==> src/rtl/board_input_ctrl_pkg.sv <==
// Shared constants and types for board_input_ctrl.
// Optional feature macro: BTN_AUTO_REPEAT_EN (button auto-repeat).
package board_input_ctrl_pkg;

    localparam int DEF_N_BTN       = 4;
    localparam int DEF_N_SW        = 4;
    localparam int DEF_PAGES       = 4;
    localparam int DEF_ADDR_W      = 5;
    localparam int DEF_DB_CYCLES   = 10000;
    localparam int DEF_RST_STRETCH = 16;
    localparam int DEF_WRAP        = 1;

    // Auto-repeat timing: first repeat after 2^20 cycles, then every 2^18.
    localparam int REP_FIRST_CYCLES  = 1 << 20;
    localparam int REP_PERIOD_CYCLES = 1 << 18;
    localparam int REP_CNT_W         = 21;

    typedef enum logic [1:0] {
        ROT_NONE = 2'd0,
        ROT_INC  = 2'd1,
        ROT_DEC  = 2'd2
    } rot_dir_e;

    // A rising while B is low steps down, B rising while A is low steps up;
    // simultaneous rises cancel out.
    function automatic rot_dir_e rot_decode(input logic i_a, input logic i_a_q,
                                            input logic i_b, input logic i_b_q);
        logic w_rise_a;
        logic w_rise_b;
        w_rise_a = i_a & ~i_a_q;
        w_rise_b = i_b & ~i_b_q;
        if (w_rise_a && !w_rise_b && !i_b)
            return ROT_DEC;
        else if (w_rise_b && !w_rise_a && !i_a)
            return ROT_INC;
        else
            return ROT_NONE;
    endfunction

endpackage

==> src/rtl/board_input_ctrl_debounce_ch.sv <==
// One raw input channel: two-flop synchroniser plus stability-count debouncer.
module debounce_ch
    import board_input_ctrl_pkg::*;
#(
    parameter int DB_CYCLES = DEF_DB_CYCLES
) (
    input  logic clk,
    input  logic rst,
    input  logic i_raw,
    output logic o_lvl
);

    localparam int              CNT_W    = $clog2(DB_CYCLES);
    localparam logic [CNT_W-1:0] CNT_LAST = CNT_W'(DB_CYCLES - 1);

    logic             r_meta;
    logic             r_sync;
    logic             r_lvl;
    logic [CNT_W-1:0] r_cnt;

    // Synchronise, then accept a new level only after DB_CYCLES differing cycles in a row.
    always_ff @(posedge clk or posedge rst) begin
        if (rst) begin
            r_meta <= 1'b0;
            r_sync <= 1'b0;
            r_lvl  <= 1'b0;
            r_cnt  <= '0;
        end else begin
            // NOTE: non-blocking assignments let r_sync see the old r_meta, forming a real two-stage pipe.
            r_meta <= i_raw;
            r_sync <= r_meta;
            if (r_sync == r_lvl) begin
                r_cnt <= '0;
            end else if (r_cnt == CNT_LAST) begin
                r_lvl <= r_sync;
                r_cnt <= '0;
            end else begin
                r_cnt <= r_cnt + 1'b1;
            end
        end
    end

    assign o_lvl = r_lvl;

endmodule

==> src/rtl/board_input_ctrl.sv <==
// Board input front end: debounced buttons/switches, rotary-driven paged
// address counters and a stretched system reset.
// Optional feature macro: BTN_AUTO_REPEAT_EN adds button auto-repeat pulses.
module board_input_ctrl
    import board_input_ctrl_pkg::*;
#(
    parameter int N_BTN       = DEF_N_BTN,
    parameter int N_SW        = DEF_N_SW,
    parameter int PAGES       = DEF_PAGES,
    parameter int ADDR_W      = DEF_ADDR_W,
    parameter int DB_CYCLES   = DEF_DB_CYCLES,
    parameter int RST_STRETCH = DEF_RST_STRETCH,
    parameter int WRAP        = DEF_WRAP,
    localparam int PS_W       = (PAGES > 1) ? $clog2(PAGES) : 1
) (
    input  logic              clk,
    input  logic              rst,
    input  logic [N_BTN-1:0]  btn_i,
    input  logic [N_SW-1:0]   sw_i,
    input  logic              rot_a,
    input  logic              rot_b,
    input  logic              rst_req_i,
    input  logic              locked_i,
    input  logic [PS_W-1:0]   page_sel,
    output logic [N_BTN-1:0]  btn_lvl,
    output logic [N_BTN-1:0]  btn_pulse,
    output logic [N_SW-1:0]   sw_o,
    output logic [ADDR_W-1:0] addr_o,
    output logic              rst_out
);

    localparam int N_CH  = N_BTN + N_SW + 3;
    localparam int CH_A  = N_BTN + N_SW;
    localparam int CH_B  = CH_A + 1;
    localparam int CH_RQ = CH_A + 2;
    localparam int ST_W  = $clog2(RST_STRETCH + 1);
    localparam logic [ADDR_W-1:0] ADDR_MAX = '1;

    logic [N_CH-1:0]   w_raw;
    logic [N_CH-1:0]   w_db;
    logic [N_BTN-1:0]  r_btn_q;
    logic [N_BTN-1:0]  w_rise;
    logic              r_a_q;
    logic              r_b_q;
    rot_dir_e          w_dir;
    logic              r_lock_meta;
    logic              r_lock_sync;
    logic              w_src;
    logic [ST_W-1:0]   r_stretch;
    logic [ADDR_W-1:0] r_page [PAGES];
    logic              w_sel_ok;
    logic [ADDR_W-1:0] w_next;

    assign w_raw = {rst_req_i, rot_b, rot_a, sw_i, btn_i};

    for (genvar g = 0; g < N_CH; g++) begin : g_db
        debounce_ch #(.DB_CYCLES(DB_CYCLES)) u_db (
            .clk   (clk),
            .rst   (rst),
            .i_raw (w_raw[g]),
            .o_lvl (w_db[g])
        );
    end

    assign btn_lvl = w_db[N_BTN-1:0];
    assign sw_o    = w_db[N_BTN +: N_SW];
    assign w_rise  = btn_lvl & ~r_btn_q;

    // Previous debounced levels for button and rotary edge detection.
    always_ff @(posedge clk or posedge rst) begin
        if (rst) begin
            r_btn_q <= '0;
            r_a_q   <= 1'b0;
            r_b_q   <= 1'b0;
        end else begin
            r_btn_q <= btn_lvl;
            r_a_q   <= w_db[CH_A];
            r_b_q   <= w_db[CH_B];
        end
    end

`ifdef BTN_AUTO_REPEAT_EN
    logic [REP_CNT_W-1:0] r_rep_cnt [N_BTN];
    logic [N_BTN-1:0]     r_rep_first;
    logic [N_BTN-1:0]     w_rep;

    // A repeat fires when a held button's timer reaches the current interval.
    always_comb begin
        // NOTE: the default assignment ahead of the loop keeps this block free of latches.
        w_rep = '0;
        for (int i = 0; i < N_BTN; i++) begin
            w_rep[i] = btn_lvl[i] && (r_rep_cnt[i] == (r_rep_first[i] ? REP_CNT_W'(REP_FIRST_CYCLES)
                                                                      : REP_CNT_W'(REP_PERIOD_CYCLES)));
        end
    end

    // Repeat timers run while held and clear on release.
    always_ff @(posedge clk or posedge rst) begin
        if (rst) begin
            for (int i = 0; i < N_BTN; i++) r_rep_cnt[i] <= '0;
            r_rep_first <= '1;
        end else begin
            for (int i = 0; i < N_BTN; i++) begin
                if (!btn_lvl[i]) begin
                    r_rep_cnt[i]   <= '0;
                    r_rep_first[i] <= 1'b1;
                end else if (w_rep[i]) begin
                    r_rep_cnt[i]   <= REP_CNT_W'(1);
                    r_rep_first[i] <= 1'b0;
                end else begin
                    r_rep_cnt[i]   <= r_rep_cnt[i] + 1'b1;
                end
            end
        end
    end

    assign btn_pulse = w_rise | w_rep;
`else
    assign btn_pulse = w_rise;
`endif

    // Reset sources: debounced reset button, or PLL lock lost (sync only).
    assign w_src   = w_db[CH_RQ] | ~r_lock_sync;
    assign rst_out = w_src | (r_stretch != '0);

    // Hold the stretch counter full while a source is active, then count down.
    always_ff @(posedge clk or posedge rst) begin
        if (rst) begin
            r_lock_meta <= 1'b0;
            r_lock_sync <= 1'b0;
            r_stretch   <= ST_W'(RST_STRETCH);
        end else begin
            r_lock_meta <= locked_i;
            r_lock_sync <= r_lock_meta;
            if (w_src)
                r_stretch <= ST_W'(RST_STRETCH);
            else if (r_stretch != '0)
                r_stretch <= r_stretch - 1'b1;
        end
    end

    assign w_dir    = rot_decode(w_db[CH_A], r_a_q, w_db[CH_B], r_b_q);
    assign w_sel_ok = int'(page_sel) < PAGES;
    assign addr_o   = w_sel_ok ? r_page[page_sel] : '0;

    // Next value of the selected page: wrap or saturate at the ends.
    always_comb begin
        w_next = addr_o;
        case (w_dir)
            ROT_INC: if (WRAP != 0 || addr_o != ADDR_MAX) w_next = addr_o + 1'b1;
            ROT_DEC: if (WRAP != 0 || addr_o != '0)       w_next = addr_o - 1'b1;
            default: w_next = addr_o;
        endcase
    end

    // Page counters: cleared under rst_out, otherwise only the selected page moves.
    always_ff @(posedge clk or posedge rst) begin
        if (rst) begin
            // NOTE: the page store is a few flops rather than RAM, so it takes the async reset like any register.
            for (int p = 0; p < PAGES; p++) r_page[p] <= '0;
        end else if (rst_out) begin
            for (int p = 0; p < PAGES; p++) r_page[p] <= '0;
        end else if (w_dir != ROT_NONE && w_sel_ok) begin
            r_page[page_sel] <= w_next;
        end
    end

endmodule

==> config.mk <==
export PLATFORM = sky130hd
export DESIGN_NAME = board_input_ctrl
export DESIGN_NICKNAME = d
export VERILOG_FILES = /design/src/rtl/board_input_ctrl_pkg.sv /design/src/rtl/board_input_ctrl_debounce_ch.sv /design/src/rtl/board_input_ctrl.sv
export SDC_FILE = /design/constraint.sdc
export NUM_CORES = 1
export LEC_CHECK = 0
export CAP_MARGIN = 20
export CORE_UTILIZATION = 40
export CTS_BUF_LIST = sky130_fd_sc_hd__clkbuf_8
export DETAILED_ROUTE_END_ITERATION = 8
export SYNTH_ARGS = -nofsm -noshare
export SYNTH_HDL_FRONTEND = slang
export SYNTH_HIERARCHICAL = 1
export SYNTH_SLANG_ARGS = --single-unit
==> constraint.sdc <==
create_clock -name clk -period 3.5 [get_ports clk]
set_clock_uncertainty 0.05 [all_clocks]
set_input_delay 0.7 -clock clk [delete_from_list [all_inputs] [get_ports clk]]
set_output_delay 0.7 -clock clk [all_outputs]
set_load 0.02 [all_outputs]
==> flow_summary.json <==
{
  "swShare_pct": 24.02,
  "cts_buffers": 41,
  "die-area_um2": 26640,
  "p_leak_nw": 5.127,
  "postCtsSetupRepairBufs": 0,
  "final-setup-viol-count": 0,
  "grt_pass1_vias": 6757,
  "max_freq_mhz": 296.7,
  "grt_setup_unrepaired": "no",
  "p_sw_mw": 1.292,
  "status": "complete, no violations",
  "ios": 34,
  "synth_cell_type_count": 46,
  "cp.arrival_ns": 2.62,
  "syn_area_per_cell_um2": 10.83,
  "final_max_slew_viol_count": 0,
  "worst-r2r-cell-count": 8,
  "required_ns": 2.75,
  "firstDrtPassIters": 4,
  "ir_drop_v": 0.0003199,
  "antenna_found_initial": 0,
  "cts_tree": "yes",
  "n_antenna_cell": 0,
  "finalPower_mw": 5.379,
  "seqPwrFrac_pct": 50.0,
  "synth-seq-cells": 220,
  "die_w_um": 163.2,
  "yosysSeqAreaShare_pct": 52.96,
  "synthArstFlopShare_pct": 100.0,
  "rows": 58,
  "crit_type": "input pin to output port",
  "drive_above_1_share_pct": 11.94,
  "grt_use_met1_pct": 19.12,
  "syn_inst": 960,
  "fin_util_pct": 46.59,
  "ant_nets": 0,
  "grt_util_met2_pct": 23.32,
  "synthFlopType": "dfrtp_1",
  "clk_pin_slew_ns": 0.06,
  "setup_ws_ns": 0.1292,
  "pre_cts_slack_ns": 0.06726,
  "setup_tns_ns": 0,
  "ctsHoldBuffers": 0,
  "hp-start": "g_db[1].u_db/r_meta$_DFF_PP0_",
  "initial_utilization_pct": 41.05,
  "clk_latency_ns": 0.53,
  "wl_mm": 18.35,
  "cts_resized": 0,
  "gp_congestion": 0.7689,
  "vias_per_cell": 4.909,
  "grtUsageTotal_pct": 14.52,
  "power.internal_mw": 4.087,
  "hold_path_class": "register to register",
  "hold_violations": 0,
  "nets": 1062,
  "top_usage_layer": "met2",
  "drc": 0,
  "power_frac_comb_pct": 5.4,
  "post-route-period-util_pct": 96.31,
  "hold_depth": 0,
  "io_buffers": 33,
  "grt_pass1_wl_mm": 31.84,
  "ys_warn_count": 6,
  "crit_path_start_kind": "input pin",
  "cts_sinks": 220,
  "r2r_end": "r_page[2]$_DFFE_PP0P_",
  "rr_startpoint": "g_db[9].u_db/o_lvl$_DFFE_PP0P_",
  "syn-cell-area_um2": 10400,
  "fillerInstances": 2409,
  "cts-htree-levels": 2,
  "fp.dieH_um": 163.2,
  "power_frac_clock_pct": 44.6,
  "r2r_setup_slack_ns": 0.86,
  "period_needed_ns": 3.371,
  "maxCapViolCount": 0,
  "vias": 6760,
  "syn_nets": 1002,
  "worstMarginPinSlew_ns": 0.7324,
  "core-area_um2": 25330,
  "clockBufferDepth": 3,
  "use_met3_pct": 3.098,
  "crit_fanout": 5,
  "grt_max_degree": 31,
  "synth-edff-count": 0,
  "syn2layout_area_growth_pct": 13.48,
  "wire_per_inst_um": 13.33,
  "dp_hpwl_mm": 12.01,
  "slew_headroom_pct": 51.02,
  "cts-root-buf": "clkbuf_8",
  "hold_end": "g_db[1].u_db/r_sync$_DFF_PP0_",
  "cp-end-kind": "output port",
  "drt_iter0_markers": 395,
  "p_per_area_nw_per_um2": 455.9,
  "grt_overflow": 0
}
cells in the mapped netlist (all sizes together), types with 2 or more instances:
cell	count	share of area (%)
a211oi	2	0.14
a21oi	11	0.53
and3	11	0.66
and4	12	1.0
buf	21	1.9
clkbuf	3	0.11
dfrtp	219	53
ha	26	3.1
inv	39	1.4
mux2	12	1.7
mux2i	2	0.19
mux4	5	1.1
nand2	56	2.3
nand2b	2	0.12
nand3	54	2.6
nand4	33	2.0
nor2	180	6.5
nor2b	4	0.24
nor3	24	1.3
nor3b	12	0.87
nor4b	12	1.1
o21ai	9	0.43
o31ai	3	0.26
or3	12	0.72
or3b	13	1.1
or4	12	1.3
or4b	11	1.1
xnor2	83	7.0
xor2	68	5.7
critical path: stages:
cell and delay, ns:
clkdlybuf4s50_1 0.59, buf_4 0.18, mux4_2 0.58, clkdlybuf4s50_1 0.57
cells by family after synthesis:
family                     Yosys count  share of synthesized area (%)
and+or+nand+nor                    452                          23.09
adders and majority gates           26                          3.129
AOI/OAI and AO/OA                   29                          1.685
DFF                                220                          52.96
xor gates and xnor gates           151                          12.72
buffers and inverters               63                          3.442
muxes                               19                          2.972
registers in the layout, summed over array words and instances (netlist names):
| name | flops |
|---|---|
| r_lock_meta | 1 |
| r_btn_q | 4 |
| g_db.u_db/r_sync | 11 |
| g_db.u_db/r_meta | 11 |
| r_page | 20 |
| r_lock_sync | 1 |
| g_db.u_db/r_cnt | 154 |
| g_db.u_db/o_lvl | 11 |
| r_a_q | 1 |
| r_stretch | 5 |
| r_b_q | 1 |
layer usage:
| layer | wire (um) | part of all wire [%] |
|---|---|---|
| met1 | 8962 | 49 |
| met2 | 8248 | 45 |
| met3 | 724 | 3.9 |
| met4 | 413 | 2.3 |
| met5 | 0 | 0 |
metrics by stage:
step / hold WS (ns) / instance area, um^2 / std cells
finish: 0.2929 / 11800 / 1377
floorplan: 0.2812 / 10400 / 960
CTS: 0.2967 / 11800 / 1377
detailed placement: 0.2881 / 11000 / 1307
global placement: 0.2833 / 11000 / 1307
global route: 0.3031 / 11800 / 1377
cell type report:
class	instances	area, um^2	area share, %
clock inverters	24	163.9	1.389
clock buffers	46	633.1	5.366
repair buffers	41	402.9	3.415
flip-flops and latches	220	5507	46.67
multi-input cells	677	4533	38.42
well taps	330	412.9	3.499
inverters	39	146.4	1.241
worst max path at each step:
stage	from	endpoint	slack [ns]	cells after the start
finish	page_sel[1]	addr_o[2]	0.13	4
global route	page_sel[1]	addr_o[2]	0.04	4
CTS	page_sel[1]	addr_o[2]	0.11	4
detailed placement	page_sel[1]	r_page[2]$_DFFE_PP0P_	0.07	9
global placement	page_sel[1]	r_page[2]$_DFFE_PP0P_	0.09	9
floorplan	page_sel[1]	r_page[2]$_DFFE_PP0P_	0.52	9
power groups by stage:
stage / registers [mW] / logic [mW] / clock network [mW]
after detailed placement: 2.73 / 0.294 / 0
after global placement: 2.73 / 0.290 / 0
final: 2.69 / 0.292 / 2.40
after floorplan: 2.72 / 0.222 / 0
after global routing: 2.70 / 0.338 / 2.62
after CTS: 2.69 / 0.300 / 2.51
layout by cell type (no fill, tap or decap), types with 4 or more instances in the layout:
cell type	netlist	final
nor2b_1	4	4
nand2_2	11	11
inv_1	39	52
o21ai_0	9	9
and3_1	11	11
dfrtp_1	219	219
nand3_1	54	54
mux2_4	11	11
mux4_2	5	5
clkbuf_8	0	46
or3b_2	13	13
clkinv_2	0	6
a21oi_1	11	11
nor4b_1	11	11
or4_4	12	12
clkdlybuf4s50_1	0	33
xnor2_1	83	83
nand2_1	45	45
xor2_1	68	68
nand4_1	33	33
nor3b_1	12	12
or3_1	12	12
ha_1	26	26
or4b_1	11	11
nor2_1	179	179
buf_4	8	7
nor3_1	22	22
and4_1	12	12
No activity file was read; power rests on OpenSTA's default activity.
==> edit: new RTL, config.mk and constraints unchanged <==
Change the package constant `DEF_RST_STRETCH` from 16 to 8.
--- a/src/rtl/board_input_ctrl_pkg.sv
+++ b/src/rtl/board_input_ctrl_pkg.sv
@@ -9,3 +9,3 @@
     localparam int DEF_DB_CYCLES   = 10000;
-    localparam int DEF_RST_STRETCH = 16;
+    localparam int DEF_RST_STRETCH = 8;
     localparam int DEF_WRAP        = 1;
Function: no difference found for any inputs over 10 cycles, from zero or initial values and one cycle with rst high; that may be too few to reach the edited logic, so the function may still have changed.
==> edit against the unedited design <==
- clock power increased by 4%
- wire length up 0.10%
- non-clock buffer count grew 4
- register-to-register slack worse by 0.12 ns
- total power is 0.83% higher
- core utilization increased by 0.36 points
- global-route usage increased by 0.14 points
- synthesized area is 0.53% higher
- setup slack got worse by 0.021 ns
- cell area increased by 1.1%
- maximum frequency fell by 0.62%
- sequential cell count is 1 lower
- die area rose by 0.52%
==> edit: results (changes against the unedited design) <==
Placed Cells 1,306 (-0.077%); Seq cells post-synth 219 (-0.45%); GRT Overall Usage 0.147 (+0.00137); P_sw 0.00125 W (-3.2%); Logic inverters 41 (+5.1%); met2 GRT Util 0.223 (-0.0102); area share of xor/xnor cells in the synthesized design 0.127 (-0.000670); commonest cells in the netlist dfrtp_1 (218), nor2_1 (180), xnor2_1 (83), xor2_1 (68), nand3_1 (50); Non-clock buffer share 0.0355 (+0.00132); mux cell area share after synthesis 0.0366 (+0.00691); status finished clean; Synth Area in Compound Gates 0.0187 (+0.00183); worst hold start g_db[0].u_db/r_meta; pre-CTS setup slack -0.0650 ns (-0.132 ns); first-pass GRT wire length 32.0 mm (+0.37%); Post-Route M1 WL 9.10 mm (+1.5%); Non-clock buffers 45 (+9.8%); Avg WL per Cell 13.3 µm (+0.10%); post-synthesis adder-cell area fraction 0.0311 (-0.000165); metal2 WL 8.16 mm (-1.1%); Seq pwr share 0.491 (-0.009); Worst Hold Path EP g_db[0].u_db/r_sync; crit path to addr_o[3]; HPWL Detailed 12.1 mm (+0.94%); Filler cells 2,354 (-2.3%); Max IR drop VDD 0.269 mV (-16%); clock buffer count 55 (+20%); met1 Use GR 0.206 (+0.0147); detailed-route via count 6,795 (+0.52%); crit-path max cell delay 0.67 ns (+0.08 ns); #MultiIn Comb 671 (-0.89%); LEAKAGE 5.20 nW (+1.4%); Net Count, Synth 998 (-0.40%); Slowest-stage cell, CP mux4_1
edit: metrics by stage:
| stage | power (W) | cell area [µm²] | utilization | hold WS (ns) | setup TNS (ns) |
|---|---|---|---|---|---|
| after floorplan | 0.00290 | 10500 | - | 0.281 | 0 |
| after global placement | 0.00298 | 11100 | 0.436 | 0.282 | 0 |
| after detailed placement | 0.00298 | 11100 | 0.436 | 0.286 | -0.237 |
| after CTS | 0.00554 | 11900 | 0.469 | 0.300 | 0 |
| after global routing | 0.00570 | 11900 | 0.470 | 0.304 | 0 |
| final | 0.00542 | 11900 | 0.470 | 0.296 | 0 |
edit: kinds of logic (layout without fill, tap and decap cells):
logic type | Yosys count | after routing
buffers and inverters | 66 | 157
DFF | 219 | 219
and+or+nand+nor | 444 | 444
xor gates and xnor gates | 151 | 151
muxes | 25 | 25
AOI/OAI and AO/OA | 25 | 25
adders and majority gates | 26 | 26
